[config.mk]
export PLATFORM = sky130hd
export DESIGN_NAME = ps2_rx_fifo
export DESIGN_NICKNAME = d
export VERILOG_FILES = /design/src/rtl/ps2_pkg.sv /design/src/rtl/ps2_sync_fifo.sv /design/src/rtl/ps2_rx_fifo.sv
export SDC_FILE = /design/constraint.sdc
export NUM_CORES = 1
export LEC_CHECK = 0
export ABC_AREA = 1
export BUFFER_PORTS_ARGS = -buffer_cell sky130_fd_sc_hd__buf_4
export CORE_ASPECT_RATIO = 1.25
export CORE_MARGIN = 2
export CORE_UTILIZATION = 58
export CTS_BUF_LIST = sky130_fd_sc_hd__clkbuf_4 sky130_fd_sc_hd__clkbuf_8
export DETAILED_ROUTE_END_ITERATION = 6
export GPL_TIMING_DRIVEN = 0
export HOLD_SLACK_MARGIN = 0.06
export PLACE_DENSITY_LB_ADDON = 0.25
export SETUP_SLACK_MARGIN = 0.4
export SYNTH_ARGS = -nofsm -noshare
export SYNTH_HDL_FRONTEND = slang
export SYNTH_HIERARCHICAL = 1
export SYNTH_SLANG_ARGS = --single-unit
[constraint.sdc]
create_clock -name inclock -period 1.7 [get_ports inclock]
set_input_delay 0.085 -clock inclock [delete_from_list [all_inputs] [get_ports inclock]]
set_output_delay 0.085 -clock inclock [all_outputs]
set_load 0.01 [all_outputs]
[src/rtl/ps2_pkg.sv]
// ============================================================================
// Module      : ps2_pkg
// Description : Shared types and constants for the PS/2 scan-code receiver.
// Revision    : 1.0 - initial release
// ============================================================================
`default_nettype none

package ps2_pkg;

    typedef enum logic [1:0] {
        ST_IDLE   = 2'd0,
        ST_DATA   = 2'd1,
        ST_PARITY = 2'd2,
        ST_STOP   = 2'd3
    } ps2_state_e;

    localparam int DATA_BITS = 8;

    localparam logic [7:0] PREFIX_EXT = 8'hE0;
    localparam logic [7:0] PREFIX_BRK = 8'hF0;

    localparam int ENTRY_W = 10;

    // Bit positions inside err_flags
    localparam int ERR_PARITY   = 0;
    localparam int ERR_FRAMING  = 1;
    localparam int ERR_OVERFLOW = 2;

endpackage

`default_nettype wire

[src/rtl/ps2_sync_fifo.sv]
// ============================================================================
// Module      : ps2_sync_fifo
// Description : Show-ahead synchronous FIFO with occupancy count.
// Revision    : 1.0 - initial release
// ============================================================================
`default_nettype none

module ps2_sync_fifo #(
    parameter int DEPTH = 8,
    parameter int WIDTH = 10
) (
    input  logic                     clk,
    input  logic                     rst,
    input  logic                     push,
    input  logic                     pop,
    input  logic [WIDTH-1:0]         wr_data,
    output logic [WIDTH-1:0]         rd_data,
    output logic                     full,
    output logic                     empty,
    output logic [$clog2(DEPTH):0]   count
);

    localparam int AW = $clog2(DEPTH);
    localparam int CW = AW + 1;

    logic [WIDTH-1:0] mem_q [DEPTH];
    logic [AW-1:0]    wr_ptr_q, wr_ptr_d;
    logic [AW-1:0]    rd_ptr_q, rd_ptr_d;
    logic [CW-1:0]    count_q, count_d;
    logic             w_do_push;
    logic             w_do_pop;

    assign empty = (count_q == '0);
    assign full  = (count_q == CW'(DEPTH));
    assign count = count_q;

    // A pop frees the slot the simultaneous push needs, so full+pop still accepts
    assign w_do_pop  = pop & ~empty;
    assign w_do_push = push & (~full | w_do_pop);

    assign rd_data = empty ? '0 : mem_q[rd_ptr_q];

    always_comb begin
        wr_ptr_d = wr_ptr_q;
        rd_ptr_d = rd_ptr_q;
        if (w_do_push) begin
            wr_ptr_d = wr_ptr_q + AW'(1);
        end
        if (w_do_pop) begin
            rd_ptr_d = rd_ptr_q + AW'(1);
        end
        count_d = count_q + CW'(w_do_push) - CW'(w_do_pop);
    end

    always_ff @(posedge clk or posedge rst) begin
        if (rst) begin
            wr_ptr_q <= '0;
            rd_ptr_q <= '0;
            count_q  <= '0;
        end else begin
            wr_ptr_q <= wr_ptr_d;
            rd_ptr_q <= rd_ptr_d;
            count_q  <= count_d;
        end
    end

    always_ff @(posedge clk) begin
        if (w_do_push) begin
            mem_q[wr_ptr_q] <= wr_data;
        end
    end

endmodule

`default_nettype wire

[src/rtl/ps2_rx_fifo.sv]
// ============================================================================
// Module      : ps2_rx_fifo
// Description : PS/2 keyboard receiver with glitch filter, error flags and a
//               scan-code FIFO. Define PS2_BREAK_DECODE_EN to fold E0/F0
//               prefixes into the ext/brk bits of the following entry.
// Revision    : 1.0 - initial release
// ============================================================================
`default_nettype none

module ps2_rx_fifo
    import ps2_pkg::*;
#(
    parameter int FIFO_DEPTH     = 8,
    parameter int FILTER_LEN     = 8,
    parameter int TIMEOUT_CYCLES = 100000
) (
    input  logic                          inclock,
    input  logic                          reset,
    input  logic                          ps2_clock,
    input  logic                          ps2_data,
    input  logic                          rd_en,
    input  logic                          clr_err,
    output logic [ENTRY_W-1:0]            rd_data,
    output logic                          empty,
    output logic                          full,
    output logic [$clog2(FIFO_DEPTH):0]   count,
    output logic                          ps2_key_pressed,
    output logic [7:0]                    last_data_received,
    output logic [2:0]                    err_flags
);

    localparam int FW = $clog2(FILTER_LEN + 1);
    localparam int TW = $clog2(TIMEOUT_CYCLES + 1);
    localparam int BW = $clog2(DATA_BITS);

    logic                 ps2c_s1_q, ps2c_s2_q, ps2d_s1_q, ps2d_s2_q;
    logic                 filt_clk_q, filt_clk_d;
    logic [FW-1:0]        filt_cnt_q, filt_cnt_d;
    ps2_state_e           state_q, state_d;
    logic [BW-1:0]        bit_cnt_q, bit_cnt_d;
    logic [DATA_BITS-1:0] shift_q, shift_d;
    logic                 par_q, par_d;
    logic [TW-1:0]        to_cnt_q, to_cnt_d;
    logic                 commit_q, commit_d;
    logic [7:0]           last_q, last_d;
    logic [2:0]           err_q, err_d;

    logic                 w_strobe;
    logic                 w_err_framing;
    logic                 w_err_parity;
    logic                 w_err_overflow;
    logic                 w_is_prefix;
    logic                 w_push;
    logic [ENTRY_W-1:0]   w_entry;
    logic                 w_fifo_full;

    // Glitch filter: the filtered level follows only after FILTER_LEN stable cycles
    always_comb begin
        filt_clk_d = filt_clk_q;
        filt_cnt_d = '0;
        if (ps2c_s2_q != filt_clk_q) begin
            if (filt_cnt_q == FW'(FILTER_LEN - 1)) begin
                filt_clk_d = ps2c_s2_q;
            end else begin
                filt_cnt_d = filt_cnt_q + FW'(1);
            end
        end
    end

    assign w_strobe = filt_clk_q & ~filt_clk_d;

    always_comb begin
        state_d       = state_q;
        bit_cnt_d     = bit_cnt_q;
        shift_d       = shift_q;
        par_d         = par_q;
        commit_d      = 1'b0;
        w_err_framing = 1'b0;
        w_err_parity  = 1'b0;
        to_cnt_d      = (state_q == ST_IDLE) ? '0 : to_cnt_q + TW'(1);

        if (w_strobe) begin
            to_cnt_d = '0;
            case (state_q)
                ST_IDLE: begin
                    if (!ps2d_s2_q) begin
                        state_d   = ST_DATA;
                        bit_cnt_d = '0;
                    end else begin
                        w_err_framing = 1'b1;
                    end
                end
                ST_DATA: begin
                    shift_d   = {ps2d_s2_q, shift_q[DATA_BITS-1:1]};
                    bit_cnt_d = bit_cnt_q + BW'(1);
                    if (bit_cnt_q == BW'(DATA_BITS - 1)) begin
                        state_d = ST_PARITY;
                    end
                end
                ST_PARITY: begin
                    par_d   = ps2d_s2_q;
                    state_d = ST_STOP;
                end
                ST_STOP: begin
                    w_err_framing = ~ps2d_s2_q;
                    w_err_parity  = ~(^{shift_q, par_q});
                    commit_d      = ps2d_s2_q & (^{shift_q, par_q});
                    state_d       = ST_IDLE;
                end
                default: state_d = ST_IDLE;
            endcase
        end else if (state_q != ST_IDLE && to_cnt_q == TW'(TIMEOUT_CYCLES - 1)) begin
            w_err_framing = 1'b1;
            state_d       = ST_IDLE;
            to_cnt_d      = '0;
        end
    end

    // The committed byte is still in shift_q: IDLE never shifts
`ifdef PS2_BREAK_DECODE_EN
    logic ext_pend_q, ext_pend_d;
    logic brk_pend_q, brk_pend_d;

    assign w_is_prefix = (shift_q == PREFIX_EXT) || (shift_q == PREFIX_BRK);
    assign w_entry     = {ext_pend_q, brk_pend_q, shift_q};

    always_comb begin
        ext_pend_d = ext_pend_q;
        brk_pend_d = brk_pend_q;
        if (commit_q) begin
            if (shift_q == PREFIX_EXT) begin
                ext_pend_d = 1'b1;
            end else if (shift_q == PREFIX_BRK) begin
                brk_pend_d = 1'b1;
            end else begin
                ext_pend_d = 1'b0;
                brk_pend_d = 1'b0;
            end
        end
        if (w_err_framing || w_err_parity) begin
            ext_pend_d = 1'b0;
            brk_pend_d = 1'b0;
        end
    end

    always_ff @(posedge inclock or posedge reset) begin
        if (reset) begin
            ext_pend_q <= 1'b0;
            brk_pend_q <= 1'b0;
        end else begin
            ext_pend_q <= ext_pend_d;
            brk_pend_q <= brk_pend_d;
        end
    end
`else
    assign w_is_prefix = 1'b0;
    assign w_entry     = {2'b00, shift_q};
`endif

    assign w_push         = commit_q & ~w_is_prefix;
    assign w_err_overflow = w_push & w_fifo_full & ~rd_en;

    always_comb begin
        last_d = commit_q ? shift_q : last_q;
        err_d  = clr_err ? 3'b000 : err_q;
        err_d[ERR_PARITY]   = err_d[ERR_PARITY]   | w_err_parity;
        err_d[ERR_FRAMING]  = err_d[ERR_FRAMING]  | w_err_framing;
        err_d[ERR_OVERFLOW] = err_d[ERR_OVERFLOW] | w_err_overflow;
    end

    always_ff @(posedge inclock or posedge reset) begin
        if (reset) begin
            ps2c_s1_q  <= 1'b1;
            ps2c_s2_q  <= 1'b1;
            ps2d_s1_q  <= 1'b1;
            ps2d_s2_q  <= 1'b1;
            filt_clk_q <= 1'b1;
            filt_cnt_q <= '0;
            state_q    <= ST_IDLE;
            bit_cnt_q  <= '0;
            shift_q    <= '0;
            par_q      <= 1'b0;
            to_cnt_q   <= '0;
            commit_q   <= 1'b0;
            last_q     <= '0;
            err_q      <= '0;
        end else begin
            ps2c_s1_q  <= ps2_clock;
            ps2c_s2_q  <= ps2c_s1_q;
            ps2d_s1_q  <= ps2_data;
            ps2d_s2_q  <= ps2d_s1_q;
            filt_clk_q <= filt_clk_d;
            filt_cnt_q <= filt_cnt_d;
            state_q    <= state_d;
            bit_cnt_q  <= bit_cnt_d;
            shift_q    <= shift_d;
            par_q      <= par_d;
            to_cnt_q   <= to_cnt_d;
            commit_q   <= commit_d;
            last_q     <= last_d;
            err_q      <= err_d;
        end
    end

    ps2_sync_fifo #(
        .DEPTH (FIFO_DEPTH),
        .WIDTH (ENTRY_W)
    ) u_fifo (
        .clk     (inclock),
        .rst     (reset),
        .push    (w_push),
        .pop     (rd_en),
        .wr_data (w_entry),
        .rd_data (rd_data),
        .full    (w_fifo_full),
        .empty   (empty),
        .count   (count)
    );

    assign full               = w_fifo_full;
    assign ps2_key_pressed    = w_push;
    assign last_data_received = last_q;
    assign err_flags          = err_q;

endmodule

`default_nettype wire

==> results.md <==
* Status: complete, but fails checks
* Failing checks: negative setup slack
* Predominant post-synthesis flop cell: edfxtp_1
* Combinational fraction of design power at between 40% and 50%
* Drt total wl at 24300 um
* Drt wl/cell at 22.8 um
* Worst VDD drop at approximately 1.0 mV
* Number of synthesized register bits at around 140
* Placed cell count at ~900
* Largest area contributor in the netlist: edfxtp_1
* GRT Total Usage at between 20 and 30%
* Area Growth Syn to Fin at 48.1%
* Mapped Cells at 740
* Clock Tree Buf Depth at 2
* Power Density at around 1200 nW/um^2
* Final-report setup violation count at 96
* Core area at about 12000 um^2
* Post-DR vias/cell at roughly 6
* Dpl ws at -0.538 ns
* Fill cells at 477
* Sw power at 4.46 mW
* Met3 usage at around 5.8%
* Final min period at between 1.5 and 2 ns
* DIE WIDTH at about 100 um
* Overflow after GRT at 0
* Hold Crit Start: rd_en
* CP max stage cell: fa_2
* Final hold vios at 0
* Achievable frequency at 501 MHz
* Power, Total at between 10 and 15 mW
* Sw frac at between 30% and 40%
* Largest net degree at the start of global routing at 53
* Netlist cell types at 38
* Most instantiated cells after synthesis: nand2_1 (201), inv_1 (126), edfxtp_1 (80), nand3_1 (71), nor2_1 (67)
* CP max stage delay at 0.43 ns
* Slew Viols, Final at 0
* Ant. Diodes at 0
* Synth async-reset ratio at between 40% and 50%
* Period utilisation layout at 117%
* Max Cap Violations at 0
* CP most frequent cell: inv_2
* YS warnings at 6
* Post-synth EDFFs at 80
* Cell Chain, Critical Path: inv_2 -> ha_4 -> nor3b_4 -> nand2_4 -> nand3_2 -> nand2_2 -> ha_4 -> inv_2 -> fa_2 -> inv_2
* Avg Cell Area, Syn at 9.24 um^2
* Flop pwr share at between 30% and 40%
* Die height at about 130 um
* CP Capture Type: flip-flop
* Worst EP arrival at about 2.4 ns
* Clock Latency Late Sink at around 0.45 ns
* RSZ-0062 raised after global routing: yes
* Slew at the pin closest to its max-slew limit at ~1.2 ns
* Number of I/O pins at 34
* Clk slew on worst S/H paths at ~0.08 ns
* Post-route ant nets at 0
* Met1 usage at just over 30%
* Hold Path Cell Cnt at 5
* Initial antenna violation count at 0
* Worst R2R End: u_fifo/count[1]
* Max Clock Skew at roughly 0.023 ns
* Die ar. at ~13000 um^2
* Share of layout cells above drive strength 1 at between 40% and 50%
* Top post-synthesis cells by area: edfxtp_1 (35%), dfrtp_1 (21%), nand2_1 (11%)
* Sequential area share after synthesis at around 58%
* IO buf count at 33
* Initial Util at between 50% and 60%
* Worst setup margin at -0.297 ns
* R2R setup slack at -0.30 ns
* Critical R2R Launch: u_fifo/count[2]
* CTS buffer count at 17
* Residual DRC at 0
* CTS tree: yes
* Setup CP Type: flip-flop to flip-flop
* Netlist Area Pre-Place at approximately 6800 um^2
* Vias in the first global route at 5747
* Core Rows at 44
* Dpl hpwl at 9880 um
* Root Buffer: clkbuf_8
* Initial detailed-routing violation count at ~700
* Hold EP: u_fifo/rd_ptr_q[0]
* Rel. slew slack at between 15 and 20%
* DRT Pass-1 Iters at 7
* Fin nets at roughly 940
* Standby leakage power at 4.58 nW
* HP Class: input pin to flip-flop
* H-tree Lvls at 4
* DR vias at about 6300
* Final Non-Filler Cells at about 1100
* Post-route setup TNS at -10.46 ns
* Critical path required time at 2.09 ns
* Crit start category: flip-flop
* Synth top area share at roughly a third
* Grt met2 use at between 50% and 60%
* Clock power frac at roughly 26%
* Worst-path fanout max at 3
* First-pass GRT wire length at around 28000 um
* Gpl congestion at 0.914
* Clk sink count at 142
* Global route hottest layer: met2
* Most common cell in the synthesized netlist: nand2_1
* Worst reg2reg path depth at 10
* Internal power at roughly 8 mW
final cells by class:
type | count | area (um^2) | area share [%]
clock buffers | 21 | 277 | 2.73
plain buffers | 20 | 239 | 2.36
multi-input cells | 462 | 3360 | 33.2
repair buffers | 137 | 1370 | 13.5
repair inverters | 2 | 16.3 | 0.161
inverters | 131 | 532 | 5.25
flip-flops and latches | 142 | 3980 | 39.3
well taps | 138 | 173 | 1.70
clock inverters | 11 | 186 | 1.84
critical path, delay by kind of cell (launching register included):
| kind | cells | cell delay, ns |
|---|---|---|
| adders and majority gates | 3 | 0.74 |
| and+or+nand+nor | 4 | 0.55 |
| DFF | 1 | 0.41 |
| buffers and inverters | 3 | 0.24 |
how the worst max path moves through the flow:
stage	startpoint	cells past startpoint	slack (ns)	end
after detailed placement	u_fifo/count[2]	7	-0.54	u_fifo/mem_q[2][8]
after global routing	u_fifo/count[2]	10	-0.31	u_fifo/count[1]
after floorplan	u_fifo/count[2]	10	-0.18	u_fifo/count[1]
after global placement	u_fifo/count[1]	6	-0.49	u_fifo/mem_q[2][1]
after CTS	u_fifo/count[2]	10	-0.17	u_fifo/count[1]
final	u_fifo/count[2]	10	-0.30	u_fifo/count[1]
cells by family (layout without fill, tap and decap cells):
group,count (synthesis),count (layout),synth area share [%]
AO/OA/AOI/OAI,38,38,2.95
XOR/XNOR,16,16,2.05
adder cells (fa/ha/maj),17,17,3.22
other,1,16,0.0548
flip-flops,142,142,57.9
buffers and inverters,151,322,8.87
AND/OR/NAND/NOR,375,375,24.9
through the flow:
step                      utilization (%)  hold WS [ns]  area [um^2]
final                                87.6         0.183        10100
after global routing                 87.6         0.180        10100
after CTS                            77.8        0.0685         8990
after detailed placement             64.0         0.145         7400
after global placement               64.0         0.128         7400
after floorplan                         -       -0.0748         6980
registers in the layout, summed over array words and instances, names as in the netlist, 2 cells and up:
name and count:
shift_q 8, err_flags 3, u_fifo/mem_q 80, u_fifo/count 4
u_fifo/rd_ptr_q 3, state_q 2, bit_cnt_q 3, u_fifo/wr_ptr_q 3
to_cnt_q 17, last_data_received 8, filt_cnt_q 4
power groups by stage:
| stage | clock, mW | sequential [mW] | combinational (mW) |
|---|---|---|---|
| floorplan | 0 | 3.97 | 2.03 |
| CTS | 3.13 | 3.91 | 4.17 |
| global placement | 0 | 3.96 | 2.98 |
| detailed placement | 0 | 3.97 | 3.06 |
| global route | 3.34 | 3.96 | 5.59 |
| finish | 3.22 | 3.95 | 5.32 |
cell usage in the layout (no fill, tap or decap), types with 4 or more instances in the layout:
cell type	instances
dlygate4sd3_1	5
xor2_2	5
buf_4	82
dfstp_2	5
nor2_1	31
ha_1	7
nand2_1	127
xor2_1	6
buf_12	13
o21ai_2	12
a21oi_1	5
nor2_2	15
inv_2	13
xnor2_1	4
inv_1	111
nand2_4	15
nand3_4	5
nand2_8	5
nand3_2	41
clkbuf_8	19
dfrtp_2	13
nor2_4	29
inv_4	4
bufinv_16	5
ha_4	8
dfrtp_1	44
nand3_1	27
conb_1	16
nand2_2	67
o21ai_1	8
buf_6	42
buf_8	7
edfxtp_1	80
routing by layer:
metal	up-vias	part of all wire [%]
met5	-	0
met4	0	7.4
met3	156	7.4
met2	478	52
met1	3057	33
li1	2650	-
repair_timing:
item                                    4_1_cts  5_1_grt
hold buffers                                  5        0
setup buffers                                51       39
pin swaps                                    44       68
endpoints found under the setup margin      142      154
cloned                                        9        2
resized for setup                           153      218
endpoints found under the hold margin        62        0
(Power assumes the default switching activity.)
